`src/rtl/pwm_capture_pkg.sv`:
```
`default_nettype none
// +----------------------------------------------------------------------------+
// | Module   : pwm_capture_pkg                                                 |
// | Purpose  : Shared definitions for the PWM capture block: pi1 bus op codes, |
// |            write-command codes, RW read-selector codes, channel state      |
// |            encoding and a constant-evaluable clog2 helper.                 |
// | Ports    : none (package)                                                  |
// | Revision : 1.0  initial release                                            |
// +----------------------------------------------------------------------------+
package pwm_capture_pkg;

    // pi1 bus operations
    localparam logic [1:0] PINOOP = 2'b00;
    localparam logic [1:0] PIWROP = 2'b01;
    localparam logic [1:0] PIRDOP = 2'b10;
    localparam logic [1:0] PIRWOP = 2'b11;

    // Write commands (data_i[1:0] of a WR)
    localparam logic [1:0] CMD_SELECT = 2'b00;
    localparam logic [1:0] CMD_CLEAR  = 2'b01;

    // Read selectors (data_i[1:0] of a RW)
    localparam logic [1:0] RWSEL_PERIOD = 2'b00;
    localparam logic [1:0] RWSEL_HIGH   = 2'b01;
    localparam logic [1:0] RWSEL_STATUS = 2'b10;
    localparam logic [1:0] RWSEL_ZERO   = 2'b11;

    // Per-channel measurement state
    typedef enum logic [0:0] {
        ST_WAIT = 1'b0,
        ST_RUN  = 1'b1
    } chan_state_e;

    // Ceiling log2, usable in parameter expressions
    function automatic int clog2(input int value);
        int result;
        result = 0;
        while ((1 << result) < value) begin
            result = result + 1;
        end
        return result;
    endfunction

endpackage
`default_nettype wire

```
`src/rtl/pwm_capture_chan.sv`:
```
`default_nettype none
// +----------------------------------------------------------------------------+
// | Module   : pwm_capture_chan                                                |
// | Purpose  : One capture channel. Synchronises an asynchronous PWM input,    |
// |            detects edges and measures period and high time in clk cycles. |
// | Ports    : clk_i      clock                                               |
// |            rst_i      asynchronous active-low reset                       |
// |            pwm_i      asynchronous PWM input                              |
// |            clr_i      clear ovf/valid and force WAIT                      |
// |            ovf_clr_i  clear sticky overflow (a new overflow wins)         |
// |            level_o    synchronised input level                            |
// |            run_o      channel is measuring                                |
// |            valid_o    period/high hold a complete measurement             |
// |            ovf_o      sticky overflow flag                                |
// |            period_o   last measured period                                |
// |            high_o     last measured high time                             |
// | Revision : 1.0  initial release                                            |
// +----------------------------------------------------------------------------+
module pwm_capture_chan
    import pwm_capture_pkg::*;
#(
    parameter int CW = 30
) (
    input  logic          clk_i,
    input  logic          rst_i,
    input  logic          pwm_i,
    input  logic          clr_i,
    input  logic          ovf_clr_i,
    output logic          level_o,
    output logic          run_o,
    output logic          valid_o,
    output logic          ovf_o,
    output logic [CW-1:0] period_o,
    output logic [CW-1:0] high_o
);

    localparam logic [CW-1:0] c_CNT_MAX = '1;

    logic          sync1_q;
    logic          sync_q;
    logic          hist_q;
    chan_state_e   state_q;
    logic [CW-1:0] cnt_q;
    logic [CW-1:0] period_q;
    logic [CW-1:0] high_q;
    logic          valid_q;
    logic          ovf_q;

    logic          w_rise;
    logic          w_fall;
    logic          w_cnt_max;
    logic [CW-1:0] w_cnt_inc;

    assign w_rise    = sync_q & ~hist_q;
    assign w_fall    = ~sync_q & hist_q;
    assign w_cnt_max = (cnt_q == c_CNT_MAX);
    // cnt counts cycles since the rise minus one, so +1 gives the length
    assign w_cnt_inc = cnt_q + CW'(1);

    always_ff @(posedge clk_i or negedge rst_i) begin
        if (!rst_i) begin
            sync1_q  <= 1'b0;
            sync_q   <= 1'b0;
            hist_q   <= 1'b0;
            state_q  <= ST_WAIT;
            cnt_q    <= '0;
            period_q <= '0;
            high_q   <= '0;
            valid_q  <= 1'b0;
            ovf_q    <= 1'b0;
        end else begin
            sync1_q <= pwm_i;
            sync_q  <= sync1_q;
            hist_q  <= sync_q;

            if (clr_i) begin
                state_q <= ST_WAIT;
                cnt_q   <= '0;
                valid_q <= 1'b0;
                ovf_q   <= 1'b0;
            end else begin
                // Status-read clear; any overflow set below overrides it
                if (ovf_clr_i) begin
                    ovf_q <= 1'b0;
                end

                case (state_q)
                    ST_WAIT: begin
                        cnt_q <= '0;
                        if (w_rise) begin
                            state_q <= ST_RUN;
                        end
                    end
                    ST_RUN: begin
                        if (w_rise) begin
                            cnt_q   <= '0;
                            valid_q <= 1'b1;
                            if (w_cnt_max) begin
                                // Period would wrap: clamp and flag
                                period_q <= c_CNT_MAX;
                                ovf_q    <= 1'b1;
                            end else begin
                                period_q <= w_cnt_inc;
                            end
                        end else begin
                            if (w_fall) begin
                                high_q <= w_cnt_max ? c_CNT_MAX : w_cnt_inc;
                            end
                            if (w_cnt_max && !w_fall) begin
                                // Input stuck: abandon the measurement
                                state_q  <= ST_WAIT;
                                cnt_q    <= '0;
                                period_q <= '0;
                                high_q   <= '0;
                                valid_q  <= 1'b0;
                                ovf_q    <= 1'b1;
                            end else if (!w_cnt_max) begin
                                cnt_q <= w_cnt_inc;
                            end
                        end
                    end
                    default: begin
                        state_q <= ST_WAIT;
                    end
                endcase
            end
        end
    end

    assign level_o  = sync_q;
    assign run_o    = (state_q == ST_RUN);
    assign valid_o  = valid_q;
    assign ovf_o    = ovf_q;
    assign period_o = period_q;
    assign high_o   = high_q;

endmodule
`default_nettype wire

```
`src/rtl/pwm_capture.sv`:
```
`default_nettype none
// +----------------------------------------------------------------------------+
// | Module   : pwm_capture                                                     |
// | Purpose  : Multi-channel PWM input decoder on the pi1 bus. Software picks  |
// |            a channel, then reads coherent period/high pairs and status.   |
// | Ports    : clk_i        clock                                             |
// |            rst_i        asynchronous active-low reset                     |
// |            pi1_op_i     bus op (NOP/WR/RD/RW)                             |
// |            pi1_addr_i   unused (single-word map)                          |
// |            pi1_data_i   command word                                      |
// |            pi1_data_o   registered response                               |
// |            pi1_sel_i    unused                                            |
// |            pi1_rdy_o    always ready                                      |
// |            pi1_mapsz_o  map size, one word                                |
// |            pwm_i        asynchronous PWM inputs                           |
// | Revision : 1.0  initial release                                            |
// +----------------------------------------------------------------------------+
module pwm_capture
    import pwm_capture_pkg::*;
#(
    parameter int PWM_COUNT = 8,
    parameter int CLKFREQ   = 1,
    parameter int ARCHBITSZ = 32,
    localparam int ADDRBITSZ = ARCHBITSZ - clog2(ARCHBITSZ / 8)
) (
    input  logic                     clk_i,
    input  logic                     rst_i,
    input  logic [1:0]               pi1_op_i,
    input  logic [ADDRBITSZ-1:0]     pi1_addr_i,
    input  logic [ARCHBITSZ-1:0]     pi1_data_i,
    output logic [ARCHBITSZ-1:0]     pi1_data_o,
    input  logic [ARCHBITSZ/8-1:0]   pi1_sel_i,
    output logic                     pi1_rdy_o,
    output logic [ADDRBITSZ-1:0]     pi1_mapsz_o,
    input  logic [PWM_COUNT-1:0]     pwm_i
);

    localparam int c_CW    = ARCHBITSZ - 2;
    localparam int c_SELW  = (PWM_COUNT > 1) ? clog2(PWM_COUNT) : 1;
    localparam int c_NSLOT = 1 << c_SELW;
    localparam logic [ARCHBITSZ-1:0] c_CLKFREQ = ARCHBITSZ'(CLKFREQ);

    logic [c_SELW-1:0]    sel_q,    sel_d;
    logic [c_CW-1:0]      shadow_q, shadow_d;
    logic [ARCHBITSZ-1:0] data_q,   data_d;

    // Slot arrays are padded to a power of two so an out-of-range select
    // lands on a tied-off slot and reads zero.
    logic [c_NSLOT-1:0][c_CW-1:0] w_period;
    logic [c_NSLOT-1:0][c_CW-1:0] w_high;
    logic [c_NSLOT-1:0]           w_level;
    logic [c_NSLOT-1:0]           w_run;
    logic [c_NSLOT-1:0]           w_valid;
    logic [c_NSLOT-1:0]           w_ovf;
    logic [PWM_COUNT-1:0]         w_clr;
    logic [PWM_COUNT-1:0]         w_ovf_clr;

    logic w_clr_cmd;
    logic w_stat_rd;
    logic w_unused;

    assign w_clr_cmd = (pi1_op_i == PIWROP) && (pi1_data_i[1:0] == CMD_CLEAR);
    assign w_stat_rd = (pi1_op_i == PIRWOP) && (pi1_data_i[1:0] == RWSEL_STATUS);

    for (genvar gi = 0; gi < c_NSLOT; gi++) begin : g_slot
        if (gi < PWM_COUNT) begin : g_chan
            assign w_clr[gi]     = w_clr_cmd & (sel_q == c_SELW'(gi));
            assign w_ovf_clr[gi] = w_stat_rd & (sel_q == c_SELW'(gi));

            pwm_capture_chan #(
                .CW(c_CW)
            ) u_chan (
                .clk_i     (clk_i),
                .rst_i     (rst_i),
                .pwm_i     (pwm_i[gi]),
                .clr_i     (w_clr[gi]),
                .ovf_clr_i (w_ovf_clr[gi]),
                .level_o   (w_level[gi]),
                .run_o     (w_run[gi]),
                .valid_o   (w_valid[gi]),
                .ovf_o     (w_ovf[gi]),
                .period_o  (w_period[gi]),
                .high_o    (w_high[gi])
            );
        end else begin : g_pad
            assign w_level[gi]  = 1'b0;
            assign w_run[gi]    = 1'b0;
            assign w_valid[gi]  = 1'b0;
            assign w_ovf[gi]    = 1'b0;
            assign w_period[gi] = '0;
            assign w_high[gi]   = '0;
        end
    end

    always_comb begin
        data_d   = data_q;
        sel_d    = sel_q;
        shadow_d = shadow_q;
        case (pi1_op_i)
            PIWROP: begin
                data_d = c_CLKFREQ;
                if (pi1_data_i[1:0] == CMD_SELECT) begin
                    sel_d = pi1_data_i[c_SELW+1:2];
                end
            end
            PIRDOP: begin
                data_d = ARCHBITSZ'(w_level);
            end
            PIRWOP: begin
                case (pi1_data_i[1:0])
                    RWSEL_PERIOD: begin
                        data_d   = {w_period[sel_q], 2'b00};
                        // Latch high time now so the pair read later is coherent
                        shadow_d = w_high[sel_q];
                    end
                    RWSEL_HIGH: begin
                        data_d = {shadow_q, 2'b00};
                    end
                    RWSEL_STATUS: begin
                        data_d = ARCHBITSZ'({w_ovf[sel_q], w_valid[sel_q],
                                             w_level[sel_q], w_run[sel_q]});
                    end
                    default: begin
                        data_d = '0;
                    end
                endcase
            end
            default: begin
                data_d = data_q;
            end
        endcase
    end

    always_ff @(posedge clk_i or negedge rst_i) begin
        if (!rst_i) begin
            sel_q    <= '0;
            shadow_q <= '0;
            data_q   <= '0;
        end else begin
            sel_q    <= sel_d;
            shadow_q <= shadow_d;
            data_q   <= data_d;
        end
    end

    assign pi1_data_o  = data_q;
    assign pi1_rdy_o   = 1'b1;
    assign pi1_mapsz_o = ADDRBITSZ'(1);

    // Address, byte selects and upper command bits carry no meaning here
    assign w_unused = ^{pi1_addr_i, pi1_sel_i, pi1_data_i};

endmodule
`default_nettype wire

```
`config.mk`:
```
export PLATFORM = sky130hd
export DESIGN_NAME = pwm_capture
export DESIGN_NICKNAME = d
export VERILOG_FILES = /design/src/rtl/pwm_capture_pkg.sv /design/src/rtl/pwm_capture_chan.sv /design/src/rtl/pwm_capture.sv
export SDC_FILE = /design/constraint.sdc
export NUM_CORES = 2
export LEC_CHECK = 0
export ABC_AREA = 1
export CAP_MARGIN = 30
export CELL_PAD_IN_SITES_DETAIL_PLACEMENT = 2
export CELL_PAD_IN_SITES_GLOBAL_PLACEMENT = 2
export CORE_UTILIZATION = 39
export CTS_CLUSTER_SIZE = 20
export DETAILED_ROUTE_END_ITERATION = 10
export GPL_TIMING_DRIVEN = 0
export PLACE_DENSITY = 0.82
export SLEW_MARGIN = 30
export SYNTH_ARGS = -nofsm -noshare
export SYNTH_HDL_FRONTEND = slang
export SYNTH_HIERARCHICAL = 1
export SYNTH_SLANG_ARGS = --single-unit
export TNS_END_PERCENT = 1
```
`constraint.sdc`:
```
create_clock -name clk_i -period 5.2 [get_ports clk_i]
set_clock_uncertainty 0.05 [all_clocks]
set_input_delay 1.04 -clock clk_i [delete_from_list [all_inputs] [get_ports clk_i]]
set_output_delay 1.04 -clock clk_i [all_outputs]
set_load 0.005 [all_outputs]
```
==> run summary <==
Die H -> 346.5 um
Via density -> 5.583
Initial Utilization -> 39.25%
Setup WS post-layout -> 0.6063 ns
DR WL/cell -> 26.95 um
CTS hold repair buffers -> 0
Worst R2R Start -> sel_q[2]
Worst-path clk slew -> 0.06 ns
Setup Total Neg Slack -> 0 ns
IO Pins -> 141
vias in the first global route -> 48,550
final WL -> 219,400 um
Bufs on Longest Clock Path -> 3
initial antenna violation count -> 1
vias -> 45,445
Cell variety after synth -> 42
#FFs+latches synth -> 833
most frequent cells in the layout -> nand2_1 (3,059), dfrtp_1 (833), nand3_1 (489)
RSZ-0062 raised after global routing -> no
Gate Count Post-Synth -> 6,334
Post-layout nets -> 6,609
PD cells -> 332.6 nW/um^2
Finished Cell Area -> 52,440 sq um
largest net degree at the start of global routing -> 116
post-DP HPWL -> 167,300 um
DRC violations left -> 0
Worst VDD drop -> 0.0002476 V
Placed Area -> 49,050 sq um
Final ANT Viol Nets -> 0
Largest delay share family, worst path -> simple AND/OR/NAND/NOR gates
grt total ovfl -> 0
CORE AREA -> 117,900 sq um
Syn Std Cell Area -> 46,290 sq um
htree depth -> 3
minimum clock period -> 4.594 ns
Fmax -> 217.7 MHz
required time worst endpoint -> 5.73 ns
total CTS buffers -> 101
leakage -> 28.05 nW
CP bufs+invs -> 4
Top FF cell, synth -> dfrtp_1
Clock Tree Root -> clkbuf_16
Worst Setup SP -> pi1_data_i[0]
GPL Wtd Cong -> 1.021
count of flip-flops with a built-in enable after synthesis -> 0
Syn Area/Cell -> 7.308 sq um
die area -> 120,100 sq um
Setup crit start kind -> input pin
Worst Path Arrival -> 5.12 ns
Fillers -> 13,873
Final Util -> 44.47%
most common cell after layout, fill and taps aside -> nand2_1
final hold vios -> 0
crit-path max FO -> 10
pre-CTS WS -> 0.2190 ns
IO buf count -> 48
CP max stage delay -> 1.05 ns
Slew @ Worst Pin -> 1.093 ns
Rows -> 126
post-CTS setup buffers -> 0
Synth Warn # -> 6
CP Class -> in2reg
slowest CP cell -> nor3_1
die width -> 346.5 um
outcome -> complete, no violations
Tcrit/Tclk final -> 88.34%
total power -> 17.44 mW
Post-CTS Resized -> 0
CTS tree -> yes
setup violators final -> 0
layout cells sized above 1 -> 11.80%
Pins Over Slew Limit -> 0
clk sinks -> 833
Worst-Skew Late Latency -> 0.71 ns
FFs w/ async S/R, synth -> 100.0%
crit end category -> flop
post-synthesis sequential area ratio -> 45.03%
CP cell instances -> clkdlybuf4s50_1 -> inv_1 -> nor2_1 -> nand3_1 -> nor3_1 -> nor2_4 -> inv_1 -> nor2_1 -> clkbuf_1 -> nand2_1 -> nand2_1
GRT Total Usage -> 36.24%
Layout area overhead -> 13.30%
slew margin rel. -> 27.14%
min-delay worst type -> in2async
first-pass GRT wire length -> 323,600 um
DRT Pass-1 Iters -> 5
Iteration-0 DRC Markers -> 3,676
Max Cap Viol -> 0
area by class of cell:
cell class,instances,area [sq um],share of cell area (%)
multi-input cells,4854,22080,42.11
flip-flops and latches,833,20850,39.75
clock buffers,152,3002,5.724
plain buffers,290,2031,3.872
well taps,1536,1922,3.665
inverters,386,1449,2.763
repair buffers,57,725.7,1.384
clock inverters,31,382.9,0.7301
diodes,1,2.502,0.004772
layer usage:
layer / track usage, % / part of all wire, % / vias to the layer above
li1: - / - / 20101
met1: 50.64 / 45 / 23619
met2: 56.75 / 45 / 1370
met3: 5.323 / 5.9 / 353
met4: 13.32 / 3.8 / 2
met5: 0 / 0.0041 / -
cells in the mapped netlist (18+ instances only):
master	n	area share, %
dfrtp_1	833	45
o21ai_0	86	0.93
inv_1	359	2.9
xor2_1	42	0.79
buf_4	37	0.60
nand2_1	3059	25
nand3_2	98	2.1
buf_1	18	0.15
nand2_4	41	1.0
nor2_4	32	0.78
nor2_1	416	3.4
o21ai_1	21	0.23
inv_2	22	0.18
xnor2_1	28	0.53
nor2_2	62	0.84
a22oi_1	29	0.47
o211ai_1	22	0.36
buf_2	67	0.72
clkbuf_1	73	0.59
nand4_1	101	1.4
nand3_1	489	5.3
nand2_2	104	1.4
buf_6	83	2.0
a21oi_1	76	0.82
cells by family after synthesis:
kind of cell	share of synthesized area, %
AO/OA/AOI/OAI	3.060
XOR/XNOR	1.325
adder cells (fa/ha/maj)	0.2163
buffers and inverters	7.515
flip-flops	45.03
other	0.01622
AND/OR/NAND/NOR	42.84
through the flow:
stage               cells  hold slack, ns
floorplan            6363          0.2812
global placement     7947          0.2824
detailed placement   7956          0.2864
CTS                  8139         0.03349
global route         8139         0.06017
finish               8140         0.06946
worst register-to-register path, delay by kind of cell, from the launching register on:
kind,cells,cell delay [ns]
AND/OR/NAND/NOR,5,1.27
flip-flops,1,0.49
buffers and inverters,5,2.34
sequential cells by signal (all words and copies together) (netlist names):
register,count
g_slot.g_chan.u_chan/run_o,8
g_slot.g_chan.u_chan/high_o,240
pi1_data_o,32
g_slot.g_chan.u_chan/hist_q,8
g_slot.g_chan.u_chan/ovf_o,8
shadow_q,30
g_slot.g_chan.u_chan/cnt_q,240
g_slot.g_chan.u_chan/period_o,240
sel_q,3
g_slot.g_chan.u_chan/valid_o,8
g_slot.g_chan.u_chan/level_o,8
g_slot.g_chan.u_chan/sync1_q,8
path summary, 6_finish.rpt:
path / slack, ns / to / cells after the start
worst max-delay path: 0.61 / g_slot[2].g_chan.u_chan/period_o[2] / 11
min in group clk_i: 0.29 / g_slot[3].g_chan.u_chan/level_o / 0
max in group asynchronous: 3.08 / g_slot[3].g_chan.u_chan/cnt_q[3] / 4
worst max register to register: 0.98 / g_slot[6].g_chan.u_chan/period_o[25] / 10
worst min-delay path: 0.07 / g_slot[5].g_chan.u_chan/cnt_q[26] / 1
worst min register to register: 0.29 / g_slot[3].g_chan.u_chan/level_o / 0
power breakdown:
group | internal (mW) | switching [mW] | total, mW
logic | 0.648 | 2.01 | 2.65
clock network | 4.36 | 3.11 | 7.47
registers | 6.87 | 0.445 | 7.32
Note: power is estimated with default switching activity, not from simulation.
